`config.mk`:
```
export PLATFORM = sky130hd
export DESIGN_NAME = keypad_frontend
export DESIGN_NICKNAME = d
export VERILOG_FILES = /design/src/rtl/keypad_frontend.sv
export SDC_FILE = /design/constraint.sdc
export NUM_CORES = 1
export LEC_CHECK = 0
export CAP_MARGIN = 5
export CELL_PAD_IN_SITES_DETAIL_PLACEMENT = 1
export CELL_PAD_IN_SITES_GLOBAL_PLACEMENT = 1
export CORE_ASPECT_RATIO = 1.5
export CORE_MARGIN = 2
export CORE_UTILIZATION = 35
export DETAILED_ROUTE_END_ITERATION = 10
export GPL_ROUTABILITY_DRIVEN = 0
export PLACE_DENSITY_LB_ADDON = 0.1
export SETUP_SLACK_MARGIN = 0.05
export SLEW_MARGIN = 20
export SYNTH_ARGS = -nofsm -noshare
export SYNTH_HDL_FRONTEND = slang
export SYNTH_SLANG_ARGS = --single-unit
```
`constraint.sdc`:
```
create_clock -name clk -period 9.05 [get_ports clk]
set_input_delay 2.2625 -clock clk [delete_from_list [all_inputs] [get_ports clk]]
set_output_delay 2.2625 -clock clk [all_outputs]
set_load 0.01 [all_outputs]
```
`src/rtl/keypad_frontend.sv`:
```
// keypad_frontend: 4x4 active-low matrix keypad scanner with row synchroniser,
// frame-based debounce FSM and key decode into one-cycle digit/command strobes.
// Optional idle auto-clear is compiled in when KEYPAD_TIMEOUT_EN is defined.
module keypad_frontend #(
    parameter int SCAN_DIV = 1000,
    parameter int DEBOUNCE = 4,
    parameter int TIMEOUT  = 5000
) (
    input  logic       clk,
    input  logic       reset,
    input  logic       enable,
    input  logic [3:0] row_n,
    output logic [3:0] col_n,
    output logic [3:0] digit,
    output logic       input_digit,
    output logic [1:0] command
);

    localparam int DIV_W = (SCAN_DIV > 1) ? $clog2(SCAN_DIV) : 1;
    localparam int CNT_W = $clog2(DEBOUNCE + 1);

    typedef enum logic [1:0] {
        ST_IDLE    = 2'd0,
        ST_PRESS   = 2'd1,
        ST_HELD    = 2'd2,
        ST_RELEASE = 2'd3
    } state_t;

    // ------------------------------------------------------------------
    // Synchroniser and scan timing
    // ------------------------------------------------------------------
    logic [3:0]       r_row_s1;
    logic [3:0]       r_row_s2;
    logic [DIV_W-1:0] r_div;
    logic [1:0]       r_col;
    logic             w_sample;
    logic             w_frame_end;

    // Two-flop synchroniser for the asynchronous row inputs (idle high).
    always_ff @(posedge clk or negedge reset) begin
        if (!reset) begin
            r_row_s1 <= 4'hF;
            r_row_s2 <= 4'hF;
        end else begin
            r_row_s1 <= row_n;
            r_row_s2 <= r_row_s1;
        end
    end

    assign w_sample    = (r_div == DIV_W'(SCAN_DIV - 1));
    assign w_frame_end = w_sample && (r_col == 2'd3);

    // Column dwell counter and column index; column 0 is driven out of reset.
    always_ff @(posedge clk or negedge reset) begin
        if (!reset) begin
            r_div <= '0;
            r_col <= 2'd0;
        end else if (w_sample) begin
            r_div <= '0;
            r_col <= r_col + 2'd1;
        end else begin
            r_div <= r_div + DIV_W'(1);
        end
    end

    assign col_n = ~(4'b0001 << r_col);

    // ------------------------------------------------------------------
    // Frame accumulation: count lows across the four column samples
    // ------------------------------------------------------------------
    logic [3:0] w_low;
    logic [2:0] w_cur_cnt;
    logic [1:0] w_cur_row;
    logic [2:0] w_sum;
    logic [1:0] w_lows_sat;
    logic [3:0] w_key_now;
    logic       w_res_none;
    logic       w_res_key;
    logic [1:0] r_lows;
    logic [3:0] r_key;

    genvar gi;
    generate
        for (gi = 0; gi < 4; gi++) begin : g_row_low
            assign w_low[gi] = ~r_row_s2[gi];
        end
    endgenerate

    // Number of low rows in the current column sample and which row it was.
    always_comb begin
        w_cur_cnt = 3'd0;
        w_cur_row = 2'd0;
        for (int i = 0; i < 4; i++) begin
            w_cur_cnt = w_cur_cnt + {2'b00, w_low[i]};
        end
        for (int i = 3; i >= 0; i--) begin
            if (w_low[i]) begin
                w_cur_row = 2'(i);
            end
        end
    end

    // Running total saturates at 2 ("more than one"), which is all that matters.
    always_comb begin
        w_sum      = {1'b0, r_lows} + w_cur_cnt;
        w_lows_sat = (w_sum >= 3'd2) ? 2'd2 : w_sum[1:0];
        w_key_now  = (w_cur_cnt == 3'd1) ? {w_cur_row, r_col} : r_key;
        w_res_none = (w_sum == 3'd0);
        w_res_key  = (w_sum == 3'd1);
    end

    // Accumulator is cleared at each frame end so the next frame starts fresh.
    always_ff @(posedge clk or negedge reset) begin
        if (!reset) begin
            r_lows <= 2'd0;
            r_key  <= 4'd0;
        end else if (w_sample) begin
            if (w_frame_end) begin
                r_lows <= 2'd0;
            end else begin
                r_lows <= w_lows_sat;
            end
            if (w_cur_cnt == 3'd1) begin
                r_key <= {w_cur_row, r_col};
            end
        end
    end

    // ------------------------------------------------------------------
    // Debounce FSM (advances only at frame end)
    // ------------------------------------------------------------------
    state_t           r_state;
    state_t           w_state_next;
    logic [CNT_W-1:0] r_cnt;
    logic [CNT_W-1:0] w_cnt_next;
    logic [3:0]       r_cand;
    logic [3:0]       w_cand_next;
    logic             w_accept;

    // State register with candidate key and frame counter.
    always_ff @(posedge clk or negedge reset) begin
        if (!reset) begin
            r_state <= ST_IDLE;
            r_cnt   <= '0;
            r_cand  <= 4'd0;
        end else begin
            r_state <= w_state_next;
            r_cnt   <= w_cnt_next;
            r_cand  <= w_cand_next;
        end
    end

    // Next-state logic; MULTI counts as "no key" for press and "held" for release.
    always_comb begin
        w_state_next = r_state;
        w_cnt_next   = r_cnt;
        w_cand_next  = r_cand;
        w_accept     = 1'b0;
        if (w_frame_end) begin
            unique case (r_state)
                ST_IDLE: begin
                    if (w_res_key) begin
                        w_cand_next = w_key_now;
                        if (DEBOUNCE == 1) begin
                            w_accept     = 1'b1;
                            w_state_next = ST_HELD;
                        end else begin
                            w_state_next = ST_PRESS;
                            w_cnt_next   = CNT_W'(1);
                        end
                    end
                end
                ST_PRESS: begin
                    if (w_res_key && (w_key_now == r_cand)) begin
                        if (r_cnt == CNT_W'(DEBOUNCE - 1)) begin
                            w_accept     = 1'b1;
                            w_state_next = ST_HELD;
                        end else begin
                            w_cnt_next = r_cnt + CNT_W'(1);
                        end
                    end else if (w_res_key) begin
                        w_cand_next = w_key_now;
                        w_cnt_next  = CNT_W'(1);
                    end else begin
                        w_state_next = ST_IDLE;
                    end
                end
                ST_HELD: begin
                    if (w_res_none) begin
                        if (DEBOUNCE == 1) begin
                            w_state_next = ST_IDLE;
                        end else begin
                            w_state_next = ST_RELEASE;
                            w_cnt_next   = CNT_W'(1);
                        end
                    end
                end
                ST_RELEASE: begin
                    if (w_res_none) begin
                        if (r_cnt == CNT_W'(DEBOUNCE - 1)) begin
                            w_state_next = ST_IDLE;
                        end else begin
                            w_cnt_next = r_cnt + CNT_W'(1);
                        end
                    end else begin
                        w_state_next = ST_HELD;
                    end
                end
            endcase
        end
    end

    // Output decode of the accepted key into digit / command events.
    logic       w_is_digit;
    logic       w_is_cmd;
    logic [3:0] w_digit_val;
    logic [1:0] w_cmd_val;
    logic       w_emit_digit;
    logic       w_emit_cmd;

    always_comb begin
        w_is_digit  = 1'b0;
        w_is_cmd    = 1'b0;
        w_digit_val = 4'd0;
        w_cmd_val   = 2'b00;
        case (w_key_now)
            4'd0:  begin w_is_digit = 1'b1; w_digit_val = 4'd1; end
            4'd1:  begin w_is_digit = 1'b1; w_digit_val = 4'd2; end
            4'd2:  begin w_is_digit = 1'b1; w_digit_val = 4'd3; end
            4'd4:  begin w_is_digit = 1'b1; w_digit_val = 4'd4; end
            4'd5:  begin w_is_digit = 1'b1; w_digit_val = 4'd5; end
            4'd6:  begin w_is_digit = 1'b1; w_digit_val = 4'd6; end
            4'd8:  begin w_is_digit = 1'b1; w_digit_val = 4'd7; end
            4'd9:  begin w_is_digit = 1'b1; w_digit_val = 4'd8; end
            4'd10: begin w_is_digit = 1'b1; w_digit_val = 4'd9; end
            4'd13: begin w_is_digit = 1'b1; w_digit_val = 4'd0; end
            4'd3:  begin w_is_cmd = 1'b1; w_cmd_val = 2'b01; end
            4'd7:  begin w_is_cmd = 1'b1; w_cmd_val = 2'b10; end
            4'd11: begin w_is_cmd = 1'b1; w_cmd_val = 2'b11; end
            default: begin end
        endcase
        w_emit_digit = w_accept && enable && w_is_digit;
        w_emit_cmd   = w_accept && enable && w_is_cmd;
    end

    // ------------------------------------------------------------------
    // Idle auto-clear
    // ------------------------------------------------------------------
    logic w_to_fire;

`ifdef KEYPAD_TIMEOUT_EN
    localparam int TO_W = $clog2(TIMEOUT + 1);
    logic            r_to_active;
    logic [TO_W-1:0] r_to_cnt;

    assign w_to_fire = w_frame_end && !w_accept && r_to_active &&
                       (r_state == ST_IDLE) && (r_to_cnt == TO_W'(TIMEOUT - 1));

    // Armed by an emitted digit, counts idle frames, disarms on fire or command.
    always_ff @(posedge clk or negedge reset) begin
        if (!reset) begin
            r_to_active <= 1'b0;
            r_to_cnt    <= '0;
        end else if (w_frame_end) begin
            if (w_accept) begin
                r_to_cnt <= '0;
                if (w_emit_digit) begin
                    r_to_active <= 1'b1;
                end else if (w_is_cmd) begin
                    r_to_active <= 1'b0;
                end
            end else if (r_to_active && (r_state == ST_IDLE)) begin
                if (w_to_fire) begin
                    r_to_active <= 1'b0;
                    r_to_cnt    <= '0;
                end else begin
                    r_to_cnt <= r_to_cnt + TO_W'(1);
                end
            end
        end
    end
`else
    assign w_to_fire = 1'b0;
`endif

    // ------------------------------------------------------------------
    // Registered strobes: they appear the cycle after the frame-end evaluation.
    // ------------------------------------------------------------------
    logic [3:0] r_digit;
    logic       r_input_digit;
    logic [1:0] r_command;

    // Key commands and the timeout are mutually exclusive (timeout needs no accept).
    always_ff @(posedge clk or negedge reset) begin
        if (!reset) begin
            r_digit       <= 4'd0;
            r_input_digit <= 1'b0;
            r_command     <= 2'b00;
        end else begin
            r_input_digit <= w_emit_digit;
            if (w_emit_digit) begin
                r_digit <= w_digit_val;
            end
            if (w_emit_cmd) begin
                r_command <= w_cmd_val;
            end else if (w_to_fire && enable) begin
                r_command <= 2'b11;
            end else begin
                r_command <= 2'b00;
            end
        end
    end

    assign digit       = r_digit;
    assign input_digit = r_input_digit;
    assign command     = r_command;

endmodule
```
# ---- Word-level counts from Yosys, hierarchy flattened
# Cells that the tools add are included.
dict set report classes {
  add_sub_neg 7
  order_cmp 1
  eq_ne 28
  shift 1
  mux 34
  bitwise_logic 5
  n_reduce_logical 14
}
# cell n
set ops {}
lappend ops {{4-bit one-hot mux with 9 select lines} 1}
lappend ops {{2-bit two-way mux} 14}
lappend ops {{4-bit equality test (second input constant)} 5}
lappend ops {{4-bit by 3-bit equality test with 1-bit output (second input constant)} 4}
lappend ops {{3-bit two-way mux} 5}
lappend ops {{4-bit two-way mux} 3}
lappend ops {{3-bit one-hot mux with 4 select lines} 1}
lappend ops {{10-bit by 1-bit adder with 10-bit output (second input constant)} 1}
lappend ops {{10-bit equality test (second input constant)} 1}
lappend ops {{10-bit two-way mux} 1}
lappend ops {{10-bit OR reduction} 1}
lappend ops {{3-bit != test (second input constant)} 3}
lappend ops {{4-bit by 2-bit equality test with 1-bit output (second input constant)} 2}
lappend ops {{2-bit != test (second input constant)} 4}
lappend ops {{2-bit one-hot mux with 4 select lines} 1}
lappend ops {{4-bit one-hot mux with 2 select lines} 1}
lappend ops {{2-bit equality test (second input constant)} 3}
lappend ops {{3-bit by 1-bit equality test with 1-bit output (second input constant)} 2}
lappend ops {{1-bit two-way mux} 6}
lappend ops {{2-bit one-hot mux with 3 select lines} 1}
lappend ops {{3-bit AND reduction} 2}
lappend ops {{6-bit AND reduction} 1}
lappend ops {{1-bit logical AND} 5}
lappend ops {{4-bit by 1-bit equality test with 1-bit output (second input constant)} 1}
lappend ops {{18 further kinds} 21}
dict set report word_totals {
  register_bits 42
}

# ---- Depth between registers and ports, before layout
# Gate-level depths: netlist of the first run.
dict set report depth {
  ltp_word 14
  depth_mapped 13
  depth_no_buf 12
}

# ---- Worst setup path before layout of the first run
# OpenSTA, ideal clock, no wires.
dict set report synth_timing {
  path_type {input to register}
  startpoint {input enable}
  endpoint {register r_digit[3] (netlist: digit[3])}
  setup_ns 0.074
  arrival_time_ns 3.677
  t_required_ns 8.976
  slack_ns 5.299
  cell_stages 6
  n_path_buf 1
  path_cell_list {and3_1 > nand4_1 > or4_1 > buf_2 > or4_4 > o21ai_2}
}
dict set report synth_between {
  elab_chain_len 2
}
# element line_no
set synth_lines {}
lappend synth_lines {{start: declaration} 11} ;# input logic enable,
lappend synth_lines {{1-bit logical AND (2 in a row)} 242} ;# w_emit_digit = w_accept && enable && w_is_digit;
lappend synth_lines {{end signal: assignment} 302} ;# r_digit <= w_digit_val;
lappend synth_lines {{end: declaration} 289} ;# logic [3:0] r_digit;
# No other way between the ends.
# A chain may end at the register's enable or synchronous reset.

# ---- Final worst setup path of the first run
dict set report layout_timing {
  startpoint {register r_row_s2[0]}
  endpoint {register r_cand[1]}
}
dict set report layout_between {
  elab_chain_len 10
  elab_cells_between_ends 16
}
# element line_no
set layout_lines {}
lappend layout_lines {{start: declaration} 33} ;# logic [3:0] r_row_s2;
lappend layout_lines {{start signal: assignment} 46} ;# r_row_s2 <= r_row_s1;
lappend layout_lines {{parallel branches: the longest is 10 deep, another holds 2-bit by 1-bit adder with 3-bit output} n/a}
lappend layout_lines {{end signal: assignment} 149} ;# r_cand <= w_cand_next;
lappend layout_lines {{end: declaration} 136} ;# logic [3:0] r_cand;
# Several ways; the timed one is not identified. The select of a mux whose other input is x is not followed.

==> results.ini, run 1 <==
[setup_path]
r2r.worst_path.cells = 11
critPathLaunch = r_row_s2[0]
timing.critical_path.cells = fa_1 > inv_1 > ha_1 > ha_1 > or3b_1 > mux2i_2 > xnor2_1 > a2111oi_2 > nand2_1 > nand2b_1 > mux2_2
regToRegStartpoint = r_row_s2[0]
worstSetupStartpointType = flop
cp.arrival_ps = 4330
end_kind = flop
slowest_stage = or3b_1
cp_common_cell = ha_1
crit_type = reg -> reg
cp_max_fo = 8
cpPeakStageDelay_ps = 550
cp.required_ps = 9230

[detailed_routing]
vias = 1688
routedWlPerCell_um = 14.9
drt_first_pass_iters = 4
first_iter_violations = 29
route.detailed.drc = 0
routed_via_density = 5.21
wl_um = 4830
ant_nets = 0

[power_and_ir_drop]
netSwitchingFraction = 0.256
power_leakage_nw = 1.16
p_int_uw = 266
p_seq_frac = 0.537
irDropWorstVdd_uv = 67.1
pwr-share-clk = 0.355
power_frac_comb = 0.107
p_switching_uw = 91.3
cellPowerDensity_mw_per_mm2 = 139

[clock_tree]
cts_tree = built
cts_max_level = 2
post_cts_resize_count = 0
clock_sink_count = 42
cts_setup_buffers = 0
cts_buffers = 5
clk_pin_slew_ps = 80
ctsHoldBuffers = 0
cts_root_buffer = clkbuf_8
cts_buffer_depth = 2
clock_latency_ps = 290

[yosys]
ys.flop_type = dfrtp_1
synth_edf_count = 0
ys.warnings.count = 0
syn-num-nets = 248
ys_types = 43
netlist_area_mm2 = 0.00224
synthCells = 230
synth_seq_cells = 42
async_reset_ff_frac = 1.00
postSynthAreaPerCell_um2 = 9.74
seq_area_frac_synth = 0.473

[grt]
track_usage = 0.146
grt_overflow = 0
grt_pass1_wl_um = 8160
grt_pass1_vias = 1662
antenna_found_initial = 0
grt_max_degree = 43

[timing]
final_max_slew_viol_count = 0
setup_tns_ps = 0
tightestPinTransition_ps = 628
fin_crit_ps = 4150
setup_viol = 0
max_freq_ghz = 0.241
hold_viol_final = 0
fin_crit_sh = 0.458
finClkSkew_ps = 3.13
max_slew_margin = 0.580
rsz0062_at_grt = no

[worst_hold_path]
min_path_cells = 0
hold_path.class = reg -> reg
holdCritStartpoint = r_row_s1[0]

[cells_and_area]
diodes = 0
drive_above_1_share = 0.116
fill_cells = 709
nets = 267
layout_commonest_cell = dfrtp_1
final_cell_mix = 34 x dfrtp_1, 26 x nor2_1, 23 x nand2_1
syn_to_final_growth_pct = 15.0
instances_no_fill = 324

[placed_design]
portBuffers = 17
dp.cells = 316
dp_hpwl_um = 3640

[die]
floorplan.initialDensity = 0.363
placementRows = 35
core_mm2 = 0.00617
ios = 18
die_x_um = 69.3
die_h_um = 102
design.die.area_mm2 = 0.00707

[run]
drv_cap = 0

[run_status]
status = completed

power groups by stage:
stage               Sequential (mW)  Clock, mW  Combinational [mW]
floorplan                     0.195          0              0.0267
global placement              0.196          0              0.0389
detailed placement            0.196          0              0.0392
CTS                           0.192      0.134              0.0393
global route                  0.193      0.142              0.0434
finish                        0.192      0.127              0.0384
critical path, delay by kind of cell, from the launching register on:
kind | cells | cell delay [ps]
adders and majority gates | 3 | 1020
and+or+nand+nor | 3 | 990
muxes | 2 | 880
AOI/OAI and AO/OA | 1 | 520
DFF | 1 | 400
xor gates and xnor gates | 1 | 170
buffers and inverters | 1 | 50
path summary, 6_finish.rpt:
check	slack [ps]	endpoint
setup reg to reg	4900	r_cand[1]
setup / recovery	4900	r_cand[1]
max in group asynchronous	6710	r_row_s1[0]
hold / removal	360	r_row_s2[0]
min in group asynchronous	1950	command[1]
hold reg to reg	360	r_row_s2[0]
synth_stat cells, drive strengths merged, types with 3 or more instances:
| library cell | number | area share |
|---|---|---|
| ha | 9 | 0.050 |
| clkbuf | 4 | 0.0067 |
| o21ai | 17 | 0.040 |
| inv | 17 | 0.028 |
| nand4 | 6 | 0.017 |
| a21oi | 11 | 0.025 |
| o31ai | 5 | 0.017 |
| xnor2 | 8 | 0.031 |
| nand2 | 23 | 0.039 |
| mux2 | 4 | 0.020 |
| mux2i | 4 | 0.025 |
| and2 | 3 | 0.0084 |
| xor2 | 6 | 0.023 |
| and3 | 4 | 0.011 |
| nor2b | 5 | 0.014 |
| dfstp | 8 | 0.094 |
| nand3 | 9 | 0.020 |
| nor2 | 26 | 0.044 |
| dfrtp | 34 | 0.38 |
routing by layer:
layer	vias to the layer above	GRT usage	share of wire
li1	829	-	-
met1	841	0.159	0.42
met2	14	0.282	0.55
met3	4	0.0247	0.017
met4	0	0.0573	0.012
met5	-	0	0
sequential cells by signal (all words and copies together) (netlist names):
| signal | cells |
|---|---|
| r_col | 2 |
| r_cand | 4 |
| input_digit | 1 |
| r_cnt | 3 |
| r_lows | 2 |
| r_state | 2 |
| r_key | 4 |
| digit | 4 |
| r_row_s1 | 4 |
| r_div | 10 |
| r_row_s2 | 4 |
| command | 2 |
final cells by class:
type                    instances  area, um^2  share of cell area
multi-input cells             165        1090               0.423
flip-flops and latches         42        1060               0.412
repair buffers                 18         175              0.0680
well taps                      74        92.6              0.0359
clock buffers                   6        82.6              0.0320
inverters                      17        63.8              0.0248
clock inverters                 2        12.5             0.00485
logic make-up (layout without fill, tap and decap cells):
logic type / count (synthesis) / count (layout) / synth area share
xor+xnor: 14 / 14 / 0.0547
compound gates: 45 / 45 / 0.128
buf+inv: 23 / 43 / 0.0424
fa+ha+maj: 11 / 11 / 0.0681
mux: 8 / 8 / 0.0452
flops: 42 / 42 / 0.473
simple gates: 87 / 87 / 0.188
stage by stage:
step | total power, mW | hold slack [ps] | worst slack, ps | cell area (um^2) | utilization
4_1_cts | 0.365 | 361 | 4900 | 2570 | 0.417
3_3_place_gp | 0.235 | 345 | 4690 | 2480 | 0.402
6_report | 0.358 | 356 | 4900 | 2580 | 0.417
3_5_place_dp | 0.235 | 347 | 4680 | 2480 | 0.402
5_1_grt | 0.378 | 366 | 4690 | 2580 | 0.417
2_1_floorplan | 0.222 | 345 | 5300 | 2240 | -
(Power assumes the default switching activity.)
==> run 2, diff against run 1 <==
Clock period 9.05 ns to 3.4 ns, I/O delays scaled along.
==> run 2 against run 1 <==
Hold slack better by 4.5 ps. Maximum frequency is 19% higher. Flip-flop and latch count stayed put. Wire length is 11% higher. Power grew to 3.0 times the previous value. Sequential share of layout area is 4.3 points lower. The run now ends with setup timing left. Critical path depth stayed put. First-iteration DRC count is 100% higher. Worst setup slack worse by 5000 ps.
==> results.ini, run 2 (synthesis results as in run 1) <==
[placed_design]
dp_hpwl_um = 4060
dp.cells = 335
portBuffers = 17

[cells_and_area]
fill_cells = 700
final_util = 0.466
syn_to_final_growth_pct = 28.5
regMostFlops = r_div
largest_reg_flops = 10
nets = 288
final_cell_mix = 34 x dfrtp_1, 23 x nor2_1, 22 x nand2_1, 22 x buf_4
instances_no_fill = 345
layout_commonest_cell = dfrtp_1
drive_above_1_share = 0.247
diodes = 0

[setup_path]
cp.required_ps = 3630
cp_top_family = simple AND/OR/NAND/NOR gates
critPathLaunch = r_row_s2[1]
slowest_stage = or4_4
end_kind = flop
cpPeakStageDelay_ps = 580
cp-endpoint = digit[3]
regToRegStartpoint = r_row_s2[1]
r2r-end = digit[3]
worstSetupStartpointType = flop
cp.buffers_inverters = 1
crit_type = reg -> reg
reg2reg_slack_ps = -100
r2r.worst_path.cells = 11
cp_max_fo = 4
timing.critical_path.cells = fa_1 > inv_2 > ha_4 > ha_4 > fa_2 > xor2_2 > nor3b_2 > nand4_1 > or4_4 > or4_4 > o21ai_2
cp.arrival_ps = 3730
path_depth = 11

[timing]
max_freq_ghz = 0.286
fin_crit_ps = 3500
setup_ws_ps = -100
setup_viol = 3
fin_crit_sh = 1.03
tightestPinTransition_ps = 553
final_max_slew_viol_count = 0
rsz0062_at_grt = yes
max_slew_margin = 0.631
fin_hold_ws_ps = 360
hold_viol_final = 0
finClkSkew_ps = 8.70
setup_tns_ps = -200

[detailed_routing]
routed_via_density = 5.19
route.detailed.drc = 0
vias = 1792
first_iter_violations = 58
wl_um = 5380
drt_first_pass_iters = 3
ant_nets = 0
routedWlPerCell_um = 15.6

[clock_tree]
cts_buffer_depth = 2
cts_max_level = 2
cts_root_buffer = clkbuf_8
clock_sink_count = 42
clk_pin_slew_ps = 80
clock_latency_ps = 290
cts_buffers = 5
cts_tree = built

[grt]
antenna_found_initial = 0
track_usage = 0.164
grt_pass1_wl_um = 9090
grt_overflow = 0
grt_max_degree = 43
grt_pass1_vias = 1952

[die]
die_h_um = 102
design.die.area_mm2 = 0.00707
ios = 18
core_mm2 = 0.00617
floorplan.initialDensity = 0.363
placementRows = 35
die_x_um = 69.3

[power_and_ir_drop]
irDropWorstVdd_uv = 232
cellPowerDensity_mw_per_mm2 = 375
p_total_mw = 1.08
power_leakage_nw = 1.28

[worst_hold_path]
hold_path.class = reg -> reg

[run_status]
status = finished, violations left
violations = setup timing

[run]
drv_cap = 0

## run 2: cell types whose count changed in the layout (fill, tap and decap cells not counted), moves of 2 or more
cell,previous run,this run
o31ai_1,5,2
nor2_1,26,23
buf_4,2,22
nor2_2,0,2
ha_4,0,3
o31ai_2,0,2
ha_1,9,6
## run 2: timing repair
| action | in CTS | in global routing |
|---|---|---|
| hold buffers | 0 | 0 |
| gates cloned | 0 | 0 |
| pin swaps | 3 | 3 |
| endpoints found under the setup margin | 13 | 13 |
| setup buffers | 1 | 1 |
| gates resized for setup | 10 | 10 |
| endpoints found under the hold margin | 0 | 0 |
## run 2: worst min path at each step
| stage | start | depth (start not counted) | to | slack (ps) |
|---|---|---|---|---|
| 2_1_floorplan | r_row_s1[0] | 0 | r_row_s2[0] | 350 |
| 3_3_place_gp | r_row_s1[0] | 0 | r_row_s2[0] | 350 |
| 3_5_place_dp | r_row_s1[0] | 0 | r_row_s2[0] | 350 |
| 4_1_cts | r_row_s1[0] | 0 | r_row_s2[0] | 360 |
| 5_1_grt | r_row_s1[0] | 0 | r_row_s2[0] | 370 |
| 6_report | r_row_s1[0] | 0 | r_row_s2[0] | 360 |
## run 2: layer usage
metal,global-route usage,wire length [um],up-vias
li1,-,-,867
met1,0.172,2090,903
met2,0.332,3120,15
met3,0.0207,74,7
met4,0.0558,93,0
met5,0,0,-
## run 2: final cells by class
class / count / area, um^2 / area share
repair buffers: 39 / 337 / 0.117
clock inverters: 1 / 30.0 / 0.0104
multi-input cells: 165 / 1210 / 0.420
flip-flops and latches: 42 / 1060 / 0.369
well taps: 74 / 92.6 / 0.0322
clock buffers: 7 / 86.3 / 0.0300
inverters: 17 / 63.8 / 0.0222
## run 2: worst reg2reg max path, delay by kind of cell (launching register included)
family          cells  cell delay (ps)
compound gates      1               70
xor+xnor            1              160
fa+ha+maj           4             1120
buf+inv             1               80
flops               1              550
simple gates        4             1440
## run 2: metrics by stage
stage,worst slack (ps),instance area [um^2]
finish,-100,2880
global route,-191,2880
CTS,-135,2830
detailed placement,-306,2660
global placement,-269,2660
floorplan,-133,2280
## run 2: report_power, final
part | internal (mW) | switching (mW) | total (mW)
Clock | 0.240 | 0.172 | 0.412
Combinational | 0.0759 | 0.0805 | 0.156
Sequential | 0.508 | 0.00274 | 0.511
Total | 0.823 | 0.255 | 1.08
